$ cat src/rtl/pipeline.sv
// ---------------------------------------------------------------------------
// pipeline -- 2-entry elastic (skid) buffer with a valid/ready handshake on
// each side.
//
// A head register drives the output and a skid register holds the second
// entry. Input ready depends only on the registered occupancy count, so
// there is no combinational path from data_out_ready_i to data_in_ready_o.
// Latency is one cycle. Throughput is one payload per cycle while the
// downstream is ready.
//
// Parameters
//   DW               payload width in bits (DW >= 1)
//
// Ports
//   clk_i            clock; all state changes on its rising edge
//   arst_ni          asynchronous active-low reset; flushes all entries
//   clear_i          synchronous flush; overrides both handshakes
//   data_in_i        upstream payload
//   data_in_valid_i  upstream payload valid
//   data_in_ready_o  buffer can accept a payload (count < 2)
//   data_out_o       oldest held payload
//   data_out_valid_o buffer holds at least one payload
//   data_out_ready_i downstream can accept a payload
//
// Build options
//   PIPELINE_ASSERTIONS_EN  when defined, compiles in simulation checks:
//                           count bound, output stability while stalled,
//                           and no X on data_in_i while it is valid.
// ---------------------------------------------------------------------------
module pipeline #(
    parameter int unsigned DW = 8
) (
    input  logic          clk_i,
    input  logic          arst_ni,
    input  logic          clear_i,
    input  logic [DW-1:0] data_in_i,
    input  logic          data_in_valid_i,
    output logic          data_in_ready_o,
    output logic [DW-1:0] data_out_o,
    output logic          data_out_valid_o,
    input  logic          data_out_ready_i
);

    logic [1:0]    count_q;
    logic [DW-1:0] head_q;
    logic [DW-1:0] skid_q;

    logic in_fire;
    logic out_fire;

    // Both flags come straight from the count register.
    assign data_in_ready_o  = (count_q != 2'd2);
    assign data_out_valid_o = (count_q != 2'd0);
    assign data_out_o       = head_q;

    assign in_fire  = data_in_valid_i  & data_in_ready_o;
    assign out_fire = data_out_valid_o & data_out_ready_i;

    // NOTE: sequential state uses non-blocking assignments only. Each
    // register then samples the pre-edge value of every other register,
    // which the head/skid shift relies on.
    always_ff @(posedge clk_i or negedge arst_ni) begin
        if (!arst_ni) begin
            count_q <= 2'd0;
            // NOTE: the payload registers are reset as well, so that
            // data_out_o reads 0 during and right after reset rather
            // than X.
            head_q  <= '0;
            skid_q  <= '0;
        end else if (clear_i) begin
            // A flush beats any handshake. The offered payload is dropped
            // and the payload registers keep their contents.
            count_q <= 2'd0;
        end else begin
            case (count_q)
                2'd0: begin
                    if (in_fire) begin
                        head_q  <= data_in_i;
                        count_q <= 2'd1;
                    end
                end
                2'd1: begin
                    unique case ({in_fire, out_fire})
                        2'b10: begin
                            // The head is stalled, so the new payload skids.
                            skid_q  <= data_in_i;
                            count_q <= 2'd2;
                        end
                        2'b01: begin
                            count_q <= 2'd0;
                        end
                        2'b11: begin
                            // The head leaves and the new payload takes its place.
                            head_q <= data_in_i;
                        end
                        default: begin
                        end
                    endcase
                end
                2'd2: begin
                    // Input ready is low at count 2, so only the output
                    // side can move. The skid entry becomes the head.
                    if (out_fire) begin
                        head_q  <= skid_q;
                        count_q <= 2'd1;
                    end
                end
                default: begin
                    count_q <= 2'd0;
                end
            endcase
        end
    end

`ifdef PIPELINE_ASSERTIONS_EN
    a_count_bound : assert property (
        @(posedge clk_i) disable iff (!arst_ni)
        count_q <= 2'd2
    ) else $error("pipeline: count exceeded 2 (count=%0d)", count_q);

    // A stalled output must hold its value unless a flush removes it.
    a_stall_stable : assert property (
        @(posedge clk_i) disable iff (!arst_ni)
        (data_out_valid_o && !data_out_ready_i && !clear_i)
            |=> (data_out_valid_o && $stable(data_out_o))
    ) else $error("pipeline: output changed while stalled");

    a_no_x_input : assert property (
        @(posedge clk_i) disable iff (!arst_ni)
        data_in_valid_i |-> !$isunknown(data_in_i)
    ) else $error("pipeline: data_in_i is X while data_in_valid_i=1");
`endif

endmodule

$ cat config.mk
export PLATFORM = sky130hd
export DESIGN_NAME = pipeline
export DESIGN_NICKNAME = d
export VERILOG_FILES = /design/src/rtl/pipeline.sv
export SDC_FILE = /design/constraint.sdc
export NUM_CORES = 1
export LEC_CHECK = 0
export BUFFER_PORTS_ARGS = -buffer_cell sky130_fd_sc_hd__buf_2
export CORE_ASPECT_RATIO = 1.25
export CORE_MARGIN = 4
export CORE_UTILIZATION = 35
export CTS_CLUSTER_SIZE = 8
export DETAILED_ROUTE_END_ITERATION = 8
export MAX_ROUTING_LAYER = met4
export SLEW_MARGIN = 20
export SYNTH_ARGS = -nofsm -noshare
export SYNTH_HDL_FRONTEND = slang
export SYNTH_SLANG_ARGS = --single-unit
$ cat constraint.sdc
create_clock -name clk_i -period 1.4 [get_ports clk_i]
set_input_delay 0.14 -clock clk_i [delete_from_list [all_inputs] [get_ports clk_i]]
set_output_delay 0.14 -clock clk_i [all_outputs]
set_load 0.01 [all_outputs]
==> results of run 1 <==
==> synthesized netlist by cell type, drive strengths merged <==
cell type / instances
nand3b: 1
dfrtp: 18
a21oi: 3
and2b: 1
or2: 1
nand2b: 1
o22a: 1
buf: 1
nor2b: 1
nor3b: 1
o21a: 1
nand2: 2
mux2: 24
nor3: 1
inv: 1
nor2: 1
==> cell type report <==
class	instances	share of cell area
clock buffer	4	0.0296
timing repair buffer	31	0.175
multi-input combinational	39	0.392
sequential	18	0.369
tap	31	0.0317
inverter	1	0.00306
==> per-stage QoR <==
stage	area [sq um]	hold WS [ps]	setup slack [ps]	util
after detailed placement	1050	90.9	-74.9	0.467
final	1220	75.4	-58.0	0.542
after floorplan	856	-156	-53.4	-
after global placement	1050	90.6	-42.9	0.467
after global routing	1220	71.4	-96.2	0.542
after CTS	1160	43.7	-62.1	0.515
==> sequential cells by signal, indices dropped and copies added (netlist names) <==
| signal | cells |
|---|---|
| skid_q | 8 |
| count_q | 2 |
| data_out_o | 8 |
==> how the worst max path moves through the flow <==
| stage | from | endpoint | slack, ps |
|---|---|---|---|
| after floorplan | count_q[1]$_DFFE_PN0P_ | skid_q[0]$_DFFE_PN0P_ | -50 |
| after global placement | count_q[1]$_DFFE_PN0P_ | skid_q[6]$_DFFE_PN0P_ | -40 |
| after detailed placement | count_q[0]$_DFFE_PN0P_ | data_out_o[3]$_DFFE_PN0P_ | -70 |
| after CTS | count_q[0]$_DFFE_PN0P_ | data_out_o[5]$_DFFE_PN0P_ | -60 |
| after global routing | count_q[0]$_DFFE_PN0P_ | data_out_o[3]$_DFFE_PN0P_ | -100 |
| final | count_q[1]$_DFFE_PN0P_ | skid_q[7]$_DFFE_PN0P_ | -60 |
==> power breakdown <==
group / switching, mW / internal, mW / total (mW) / leakage [nW]
sequential: 0.0659 / 0.636 / 0.702 / 0.218
combinational: 0.133 / 0.257 / 0.390 / 0.344
clock: 0.149 / 0.158 / 0.307 / 0.0210
total: 0.347 / 1.05 / 1.40 / 0.582
==> repair_timing <==
action | in CTS | in global routing
hold endpoints to repair | 18 | 0
gates cloned | 0 | 0
pin swaps | 0 | 2
endpoints found under the setup margin | 17 | 18
hold buffers | 1 | 0
buffers inserted | 2 | 0
gates resized for setup | 13 | 15
==> logic make-up (layout without fill, tap and decap cells) <==
kind of cell | Yosys count | after routing
AO/OA/AOI/OAI | 5 | 5
flip-flops | 18 | 18
AND/OR/NAND/NOR | 10 | 10
multiplexers | 24 | 24
buffers and inverters | 2 | 36
==> layer usage <==
layer  GRT usage  part of all wire  wire length (um)  up-vias
met1       0.169              0.48               808      277
met4      0.0689             0.011                18        0
met2       0.164              0.46               775       15
li1            -                 -                 -      277
met3      0.0215             0.045                76        2
met5           -                 0                 0        -
==> flow_summary_export.csv, run 1 <==
group,metric,value,unit
timing,period_minus_slack,1460,ps
yosys,synth_top_family_by_area,"multiplexers",
yosys,synth_nets,72,
status,status,"complete, but fails checks",
timing,fin_skew,0.837,ps
yosys,syn_area,846,sq um
power_and_ir_drop,ir_drop,0.771,mV
floorplan,fp.dieH,63.0,um
floorplan,rows,19,
clock_network,root_buffer,"clkbuf_4",
timing,worst_slack,-58.0,ps
yosys,syn_inst,59,
floorplan,start_util,0.375,
power_and_ir_drop,power,1.40,mW
clock_network,htree_levels,1,
worst_setup_path,cp-end-kind,"flop",
drt,routed_wl,1.68,mm
worst_setup_path,reg2reg_from,"count_q[1]$_DFFE_PN0P_",
global_routing,grt_overflow,0,
yosys,synth_area_leaders,"dfrtp_1 53%, mux2_2 32%, nor3b_4 2.2%",
power_and_ir_drop,power.density,1140,mW/mm^2
layout,area_growth,44.8,%
worst_setup_path,reg2reg_to,"skid_q[7]$_DFFE_PN0P_",
worst_setup_path,cp.required,1580,ps
min_path,hold_path.startpoint,"data_out_ready_i",
timing,rsz0062_at_grt,"yes",
clock_network,cts_tree,"built",
global_routing,grt_antenna_before_repair,0,
yosys,synthSimpleGateAreaFrac,0.0858,
global_routing,grt_pass1_wl,2.90,mm
layout,multi_input_area,480,sq um
placement,post-dp-hpwl,1.15,mm
min_path,holdPathStages,2,
worst_setup_path,cpPeakStageDelay,400,ps
yosys,ys_types,17,
placement,place_congestion,0.750,
worst_setup_path,criticalPathCategory,"reg2reg",
placement,io_buffers,22,
worst_setup_path,worst-path-stages,4,
layout,seq_area,452,sq um
global_routing,grt_pass1_vias,638,
floorplan,die-area,0.00327,sq mm
drt,wl_per_cell,13.5,um
min_path,min_to,"count_q[1]$_DFFE_PN0P_",
timing,hold_violations,0,
drt,antenna_left,0,
yosys,synthAdderAreaFrac,0,
worst_setup_path,worstPathArrival,1640,ps
timing,tns,-720,ps
yosys,synth_xor_area_frac,0,
layout,drive_above_1_share,0.720,
layout,antenna_cells,0,
placement,dp.cells,117,
clock_network,clock_path_buffers,2,
global_routing,grt_max_degree,19,
drt,drt-initial-drc-count,16,
layout,finalNonFillerCells,124,
worst_setup_path,cp_max_fo,4,
status,violations,"negative setup slack",
global_routing,track_usage,0.122,
layout,fill_cells,203,
yosys,synth_mux_area_frac,0.320,
yosys,yosysTopAreaCell,"dfrtp_1",
flow_run,max_cap_violations,0,
clock_network,cts_made_buffers,3,
power_and_ir_drop,power.leakage,0.582,nW
drt,vias_per_cell,4.60,
drt,drtPass1Iterations,3,
layout,nNetsFinal,107,
layout,mostFrequentLayoutCells,"21 x mux2_4, 21 x buf_2, 17 x dfrtp_1",
worst_setup_path,start_kind,"flop",
timing,max_slew_margin,0.725,
timing,fin_crit_sh,1.04,
timing,drv_slew,0,
floorplan,fp.dieW,52.0,um
min_path,hp-class,"in2reg",
worst_setup_path,ff2ff_path_depth,4,
clock_network,clk_pin_slew,100,ps
yosys,synth_warnings,0,
drt,route.detailed.drc,0,
floorplan,pin_count,23,
yosys,ys_ff_latch,18,
yosys,synth_compound_area_frac,0.0518,
worst_setup_path,crit_family,"simple AND/OR/NAND/NOR gates",
timing,clock.fmax,0.686,GHz
timing,setup_viol,16,
clock_network,cts_sinks,18,
drt,vias,571,
yosys,syn_area_per_cell,14.3,sq um
yosys,synth_seq_area_share,0.533,
yosys,synth_top_area_frac,0.533,
timing,tightest_slew,412,ps
worst_setup_path,worstPathCellList,"and2b_2 > nor3b_4 > buf_6 > mux2_4",
clock_network,clk_latency,280,ps
worst_setup_path,regToRegSetupSlack,-60,ps
floorplan,coreArea,0.00226,sq mm
worst_setup_path,slowest_stage,"dfrtp_1",
worst_setup_path,crit_buf_inv,1,
Power figures use the tool's default switching activity.
==> run 2, diff against run 1 <==
==> constraint.sdc (replaced) <==
create_clock -name clk_i -period 1.4 [get_ports clk_i]
set_input_delay 0.07 -clock clk_i [delete_from_list [all_inputs] [get_ports clk_i]]
set_output_delay 0.07 -clock clk_i [all_outputs]
set_load 0.01 [all_outputs]
==> run 2 against run 1 <==
Compared with the run above:
- the run still ends with negative setup slack left
- critical path depth is the same
- clock skew is essentially flat
- sequential power hardly changed
- register-to-register slack about the same
- wire length grew 1.1%
- via count rose by 1.6%
- fmax about the same
- die area stayed put
- clock power about the same
- critical path type unchanged
==> flow_summary_export.csv, run 2 (synthesis results as in run 1) <==
group,metric,value,unit
worst_setup_path,ff2ff_path_depth,4,
drt,vias_per_cell,4.64,
power_and_ir_drop,ir_drop,0.772,mV
timing,setup_viol,16,
worst_setup_path,regToRegSetupSlack,-60,ps
layout,nNetsFinal,108,
worst_setup_path,reg2reg_from,"count_q[1]$_DFFE_PN0P_",
global_routing,track_usage,0.122,
clock_network,cts_made_buffers,3,
timing,fin_skew,0.851,ps
placement,dp_slack,-74.9,ps
timing,hold_violations,0,
power_and_ir_drop,power.density,1140,mW/mm^2
min_path,hp-class,"in2reg",
placement,io_buffers,22,
worst_setup_path,critical_path.endpoint,"skid_q[7]$_DFFE_PN0P_",
clock_network,clk_latency,280,ps
drt,highest_layer,"met4",
placement,dp.cells,117,
drt,routed_wl,1.70,mm
clock_network,cts_sinks,18,
floorplan,coreArea,0.00226,sq mm
global_routing,grt_max_degree,19,
worst_setup_path,reg2reg_to,"skid_q[7]$_DFFE_PN0P_",
global_routing,grt_antenna_before_repair,0,
worst_setup_path,criticalPathCategory,"reg2reg",
clock_network,cts_tree,"built",
layout,antenna_cells,0,
floorplan,start_util,0.375,
clock_network,clock_path_buffers,2,
power_and_ir_drop,power,1.40,mW
layout,mostFrequentLayoutCells,"22 x mux2_4, 22 x buf_2, 17 x dfrtp_1",
timing,max_slew_margin,0.725,
layout,area_growth,45.7,%
floorplan,fp.dieW,52.0,um
placement,place_congestion,0.750,
status,status,"complete, but fails checks",
clock_network,root_buffer,"clkbuf_4",
floorplan,rows,19,
clock_network,clk_pin_slew,100,ps
clock_network,htree_levels,1,
timing,rsz0062_at_grt,"yes",
timing,tightest_slew,412,ps
timing,fin_crit_sh,1.04,
timing,worst_slack,-57.5,ps
drt,antenna_left,0,
timing,clock.fmax,0.686,GHz
layout,finalNonFillerCells,125,
worst_setup_path,worstPathArrival,1640,ps
layout,fin_area,0.00123,sq mm
status,violations,"negative setup slack",
drt,wl_met2,781,um
drt,vias,580,
floorplan,die-area,0.00327,sq mm
worst_setup_path,crit_start,"count_q[1]$_DFFE_PN0P_",
timing,period_minus_slack,1460,ps
worst_setup_path,start_kind,"flop",
drt,met3_length,79,um
placement,post-dp-hpwl,1.15,mm
layout,fill_cells,202,
timing,tns,-713,ps
layout,drive_above_1_share,0.713,
worst_setup_path,cp.required,1580,ps
worst_setup_path,cp-end-kind,"flop",
worst_setup_path,cp_max_fo,4,
global_routing,grt_overflow,0,
drt,route.detailed.drc,0,
drt,wl_per_cell,13.6,um
global_routing,grt_pass1_wl,2.90,mm
floorplan,pin_count,23,
drt,met1Wirelength,818,um
drt,drt-initial-drc-count,18,
timing,drv_slew,0,
placement,dpl-instance-area,0.00105,sq mm
global_routing,grt_pass1_vias,640,
layout,final_core_util,0.546,
timing,whs,22.9,ps
floorplan,fp.dieH,63.0,um
drt,drtPass1Iterations,3,
power_and_ir_drop,power.leakage,0.589,nW
flow_run,max_cap_violations,0,
## run 2: cell count changes in the layout (fill, tap and decap cells not counted), sizes merged
cell / before / now
dlygate4sd3: 1 / 2
## run 2: timing repair
| item | in CTS | in global routing |
|---|---|---|
| pin swaps | 0 | 2 |
| hold buffers | 2 | 0 |
| endpoints found under the hold margin | 19 | 0 |
| resized for setup | 13 | 15 |
| setup buffers | 2 | 0 |
| setup endpoints to repair | 16 | 16 |
## run 2: where the power goes
| part | total, mW | switching, mW | internal, mW |
|---|---|---|---|
| Combinational | 0.390 | 0.133 | 0.257 |
| Clock | 0.307 | 0.149 | 0.158 |
| Sequential | 0.703 | 0.0664 | 0.636 |
| Total | 1.40 | 0.348 | 1.05 |
## run 2: per-layer routing
metal  vias up  GRT usage
met5         -          -
met4         0     0.0689
met3         2     0.0215
met2        15      0.164
met1       283      0.171
li1        280          -
## run 2: final cells by class
class / instances / area, sq um / area share
clock buffer: 4 / 36.3 / 0.0294
inverter: 1 / 3.75 / 0.00305
multi-input combinational: 39 / 484 / 0.393
sequential: 18 / 452 / 0.366
tap: 31 / 38.8 / 0.0315
timing repair buffer: 32 / 218 / 0.177
## run 2: worst min-delay path by stage
stage | cells past startpoint | endpoint | slack [ps] | startpoint
floorplan | 0 | count_q[0]$_DFFE_PN0P_ | -230 | arst_ni
global placement | 1 | data_out_o[6]$_DFFE_PN0P_ | 20 | arst_ni
detailed placement | 1 | data_out_o[6]$_DFFE_PN0P_ | 20 | arst_ni
CTS | 2 | skid_q[5]$_DFFE_PN0P_ | 6 | data_in_i[5]
global route | 2 | skid_q[3]$_DFFE_PN0P_ | 4 | data_in_i[3]
finish | 2 | skid_q[0]$_DFFE_PN0P_ | 20 | data_in_i[0]
## run 2: worst max-delay path: stages, from the launching register on
cell and delay (ps):
dfrtp_1 400, and2b_2 250, nor3b_4 240, buf_6 160, mux2_4 300
==> run 3, diff against run 2 <==
--- a/config.mk
+++ b/config.mk
@@ -5,13 +5,17 @@
 export SDC_FILE = /design/constraint.sdc
 export NUM_CORES = 1
 export LEC_CHECK = 0
+export ABC_AREA = 1
 export BUFFER_PORTS_ARGS = -buffer_cell sky130_fd_sc_hd__buf_2
+export CELL_PAD_IN_SITES_DETAIL_PLACEMENT = 1
+export CELL_PAD_IN_SITES_GLOBAL_PLACEMENT = 1
 export CORE_ASPECT_RATIO = 1.25
 export CORE_MARGIN = 4
-export CORE_UTILIZATION = 35
+export CORE_UTILIZATION = 33
 export CTS_CLUSTER_SIZE = 8
 export DETAILED_ROUTE_END_ITERATION = 8
 export MAX_ROUTING_LAYER = met4
+export PLACE_DENSITY_LB_ADDON = 0.1
 export SLEW_MARGIN = 20
 export SYNTH_ARGS = -nofsm -noshare
 export SYNTH_HDL_FRONTEND = slang
==> run 3 against run 2 <==
Compared with the run above:
- the flow now finishes without violations
- count of clock-buffer cells in the layout unchanged
- register-to-register slack better by 120 ps
- synthesized cell count up 110%
==> flow_summary_export.csv, run 3 <==
group,metric,value,unit
layout,mostFrequentLayoutCells,"54 x nand2_1, 25 x nand3_1, 22 x buf_2",
worst_setup_path,cpPeakStageDelay,420,ps
placement,dpl-instance-area,0.00114,sq mm
global_routing,grt_overflow,0,
yosys,syn_area_per_cell,7.76,sq um
yosys,yosysMostFrequentCell,"nand2_1",
floorplan,pin_count,23,
timing,drv_slew,0,
worst_setup_path,cp_max_fo,7,
timing,tns,0,ps
power_and_ir_drop,power.density,1490,mW/mm^2
clock_network,cts_sinks,18,
min_path,min_to,"skid_q[0]$_DFFE_PN0P_",
drt,route.detailed.drc,0,
power_and_ir_drop,power,1.81,mW
yosys,synth_common_cells,"54 x nand2_1, 25 x nand3_1, 18 x dfrtp_1",
drt,vias,903,
global_routing,grt_antenna_before_repair,0,
timing,max_slew_margin,0.721,
yosys,synth_nets,134,
layout,final_core_util,0.450,
layout,fin_area,0.00122,sq mm
placement,post-dp-hpwl,1.92,mm
floorplan,rows,21,
min_path,hold_path.startpoint,"data_in_i[0]",
placement,dp.cells,181,
clock_network,clk_pin_slew,110,ps
min_path,holdPathStages,3,
drt,drtPass1Iterations,4,
timing,fin_crit_sh,0.952,
timing,clock.fmax,0.750,GHz
flow_run,max_cap_violations,0,
yosys,synth_edf_count,0,
worst_setup_path,worstPathArrival,1580,ps
min_path,hp-class,"in2reg",
layout,finalNonFillerCells,189,
layout,nNetsFinal,169,
clock_network,root_buffer,"clkbuf_4",
worst_setup_path,slowest_stage,"dfrtp_1",
yosys,synth_seq_area_share,0.480,
yosys,ys_types,20,
timing,rsz0062_at_grt,"yes",
timing,tightest_slew,418,ps
layout,fill_cells,366,
floorplan,fp.dieH,67.6,um
yosys,yosysTopAreaCell,"dfrtp_1",
yosys,synth_warnings,0,
floorplan,die-area,0.00377,sq mm
drt,routed_wl,2.46,mm
floorplan,coreArea,0.00271,sq mm
worst_setup_path,reg2reg_from,"count_q[1]$_DFFE_PN0P_",
clock_network,clk_latency,300,ps
drt,antenna_left,0,
placement,io_buffers,22,
worst_setup_path,reg2reg_to,"data_out_o[2]$_DFFE_PN0P_",
yosys,async_flop_share,1.00,
status,status,"completed",
worst_setup_path,worstPathCellList,"buf_4 > inv_2 > nand2_2 > a21oi_4 > buf_4 > nand3_1 > nand2_1",
clock_network,cts_tree,"built",
global_routing,track_usage,0.154,
timing,worst_slack,67.4,ps
timing,fin_skew,2.44,ps
clock_network,clock_path_buffers,2,
yosys,synth_top_area_frac,0.480,
worst_setup_path,regToRegSetupSlack,70,ps
timing,period_minus_slack,1330,ps
placement,place_congestion,0.864,
worst_setup_path,cp.required,1640,ps
clock_network,htree_levels,1,
layout,area_growth,29.9,%
global_routing,grt_pass1_wl,4.31,mm
layout,final_common_cell,"nand2_1",
timing,setup_viol,0,
placement,dp_slack,77.6,ps
yosys,dominantRegCellSynth,"dfrtp_1",
global_routing,grt_pass1_vias,943,
yosys,synth_area_leaders,"dfrtp_1 48%, nand2_1 22%, nand3_1 13%",
worst_setup_path,cp-end-kind,"flop",
global_routing,grt_max_degree,19,
yosys,ys_ff_latch,18,
yosys,syn_area,938,sq um
worst_setup_path,start_kind,"flop",
drt,drt-initial-drc-count,16,
power_and_ir_drop,power.leakage,0.688,nW
clock_network,cts_made_buffers,3,
layout,antenna_cells,0,
power_and_ir_drop,ir_drop,0.712,mV
yosys,syn_inst,121,
drt,wl_per_cell,13.0,um
timing,hold_violations,0,
worst_setup_path,cp_common_cell,"buf_4",
layout,drive_above_1_share,0.316,
floorplan,fp.dieW,55.7,um
worst_setup_path,criticalPathCategory,"reg2reg",
floorplan,start_util,0.347,
worst_setup_path,ff2ff_path_depth,7,
drt,vias_per_cell,4.78,
timing,whs,15.3,ps
==> run 3: repair_timing <==
action,in CTS,in global routing
hold buffers,1,0
endpoints found under the hold margin,18,0
setup endpoints to repair,0,9
resized for setup,0,2
buffers inserted,0,3
==> run 3: how the worst max path moves through the flow <==
stage | startpoint | end | cells past startpoint
after global routing | count_q[1]$_DFFE_PN0P_ | data_out_o[6]$_DFFE_PN0P_ | 7
final | count_q[1]$_DFFE_PN0P_ | data_out_o[2]$_DFFE_PN0P_ | 7
after detailed placement | count_q[1]$_DFFE_PN0P_ | data_out_o[2]$_DFFE_PN0P_ | 7
after global placement | count_q[1]$_DFFE_PN0P_ | data_out_o[6]$_DFFE_PN0P_ | 7
after CTS | count_q[1]$_DFFE_PN0P_ | data_out_o[2]$_DFFE_PN0P_ | 7
after floorplan | count_q[1]$_DFFE_PN0P_ | skid_q[0]$_DFFE_PN0P_ | 7
==> run 3: kinds of logic (layout without fill, tap and decap cells) <==
| group | after synthesis | after routing | share of synthesized area |
|---|---|---|---|
| compound gates | 5 | 5 | 0.0453 |
| simple gates | 89 | 89 | 0.431 |
| flops | 18 | 18 | 0.480 |
| buf+inv | 9 | 43 | 0.0440 |
==> run 3: per-layer routing <==
metal	up-vias	global-route usage	share of wire
met5	-	-	0
met4	0	0.0547	0.014
met3	4	0.0363	0.044
met2	19	0.266	0.48
met1	421	0.174	0.46
li1	459	-	-
==> run 3: report_power, final <==
| group | internal, mW | switching, mW | total [mW] |
|---|---|---|---|
| Clock | 0.159 | 0.171 | 0.330 |
| Combinational | 0.274 | 0.381 | 0.654 |
| Sequential | 0.720 | 0.108 | 0.828 |
==> run 3: final cells by class <==
class	instances	area, sq um	area share
Multi-Input combinational cell	94	452	0.371
Sequential cell	18	450	0.370
Timing Repair Buffer	34	219	0.180
Tap cell	34	42.5	0.0349
Clock buffer	4	36.3	0.0298
Inverter	5	18.8	0.0154
==> run 3: critical path, delay by kind of cell (launching register included) <==
kind                   cells  cell delay [ps]
flip-flops                 1              420
buffers and inverters      3              400
AO/OA/AOI/OAI              1              240
AND/OR/NAND/NOR            3              200
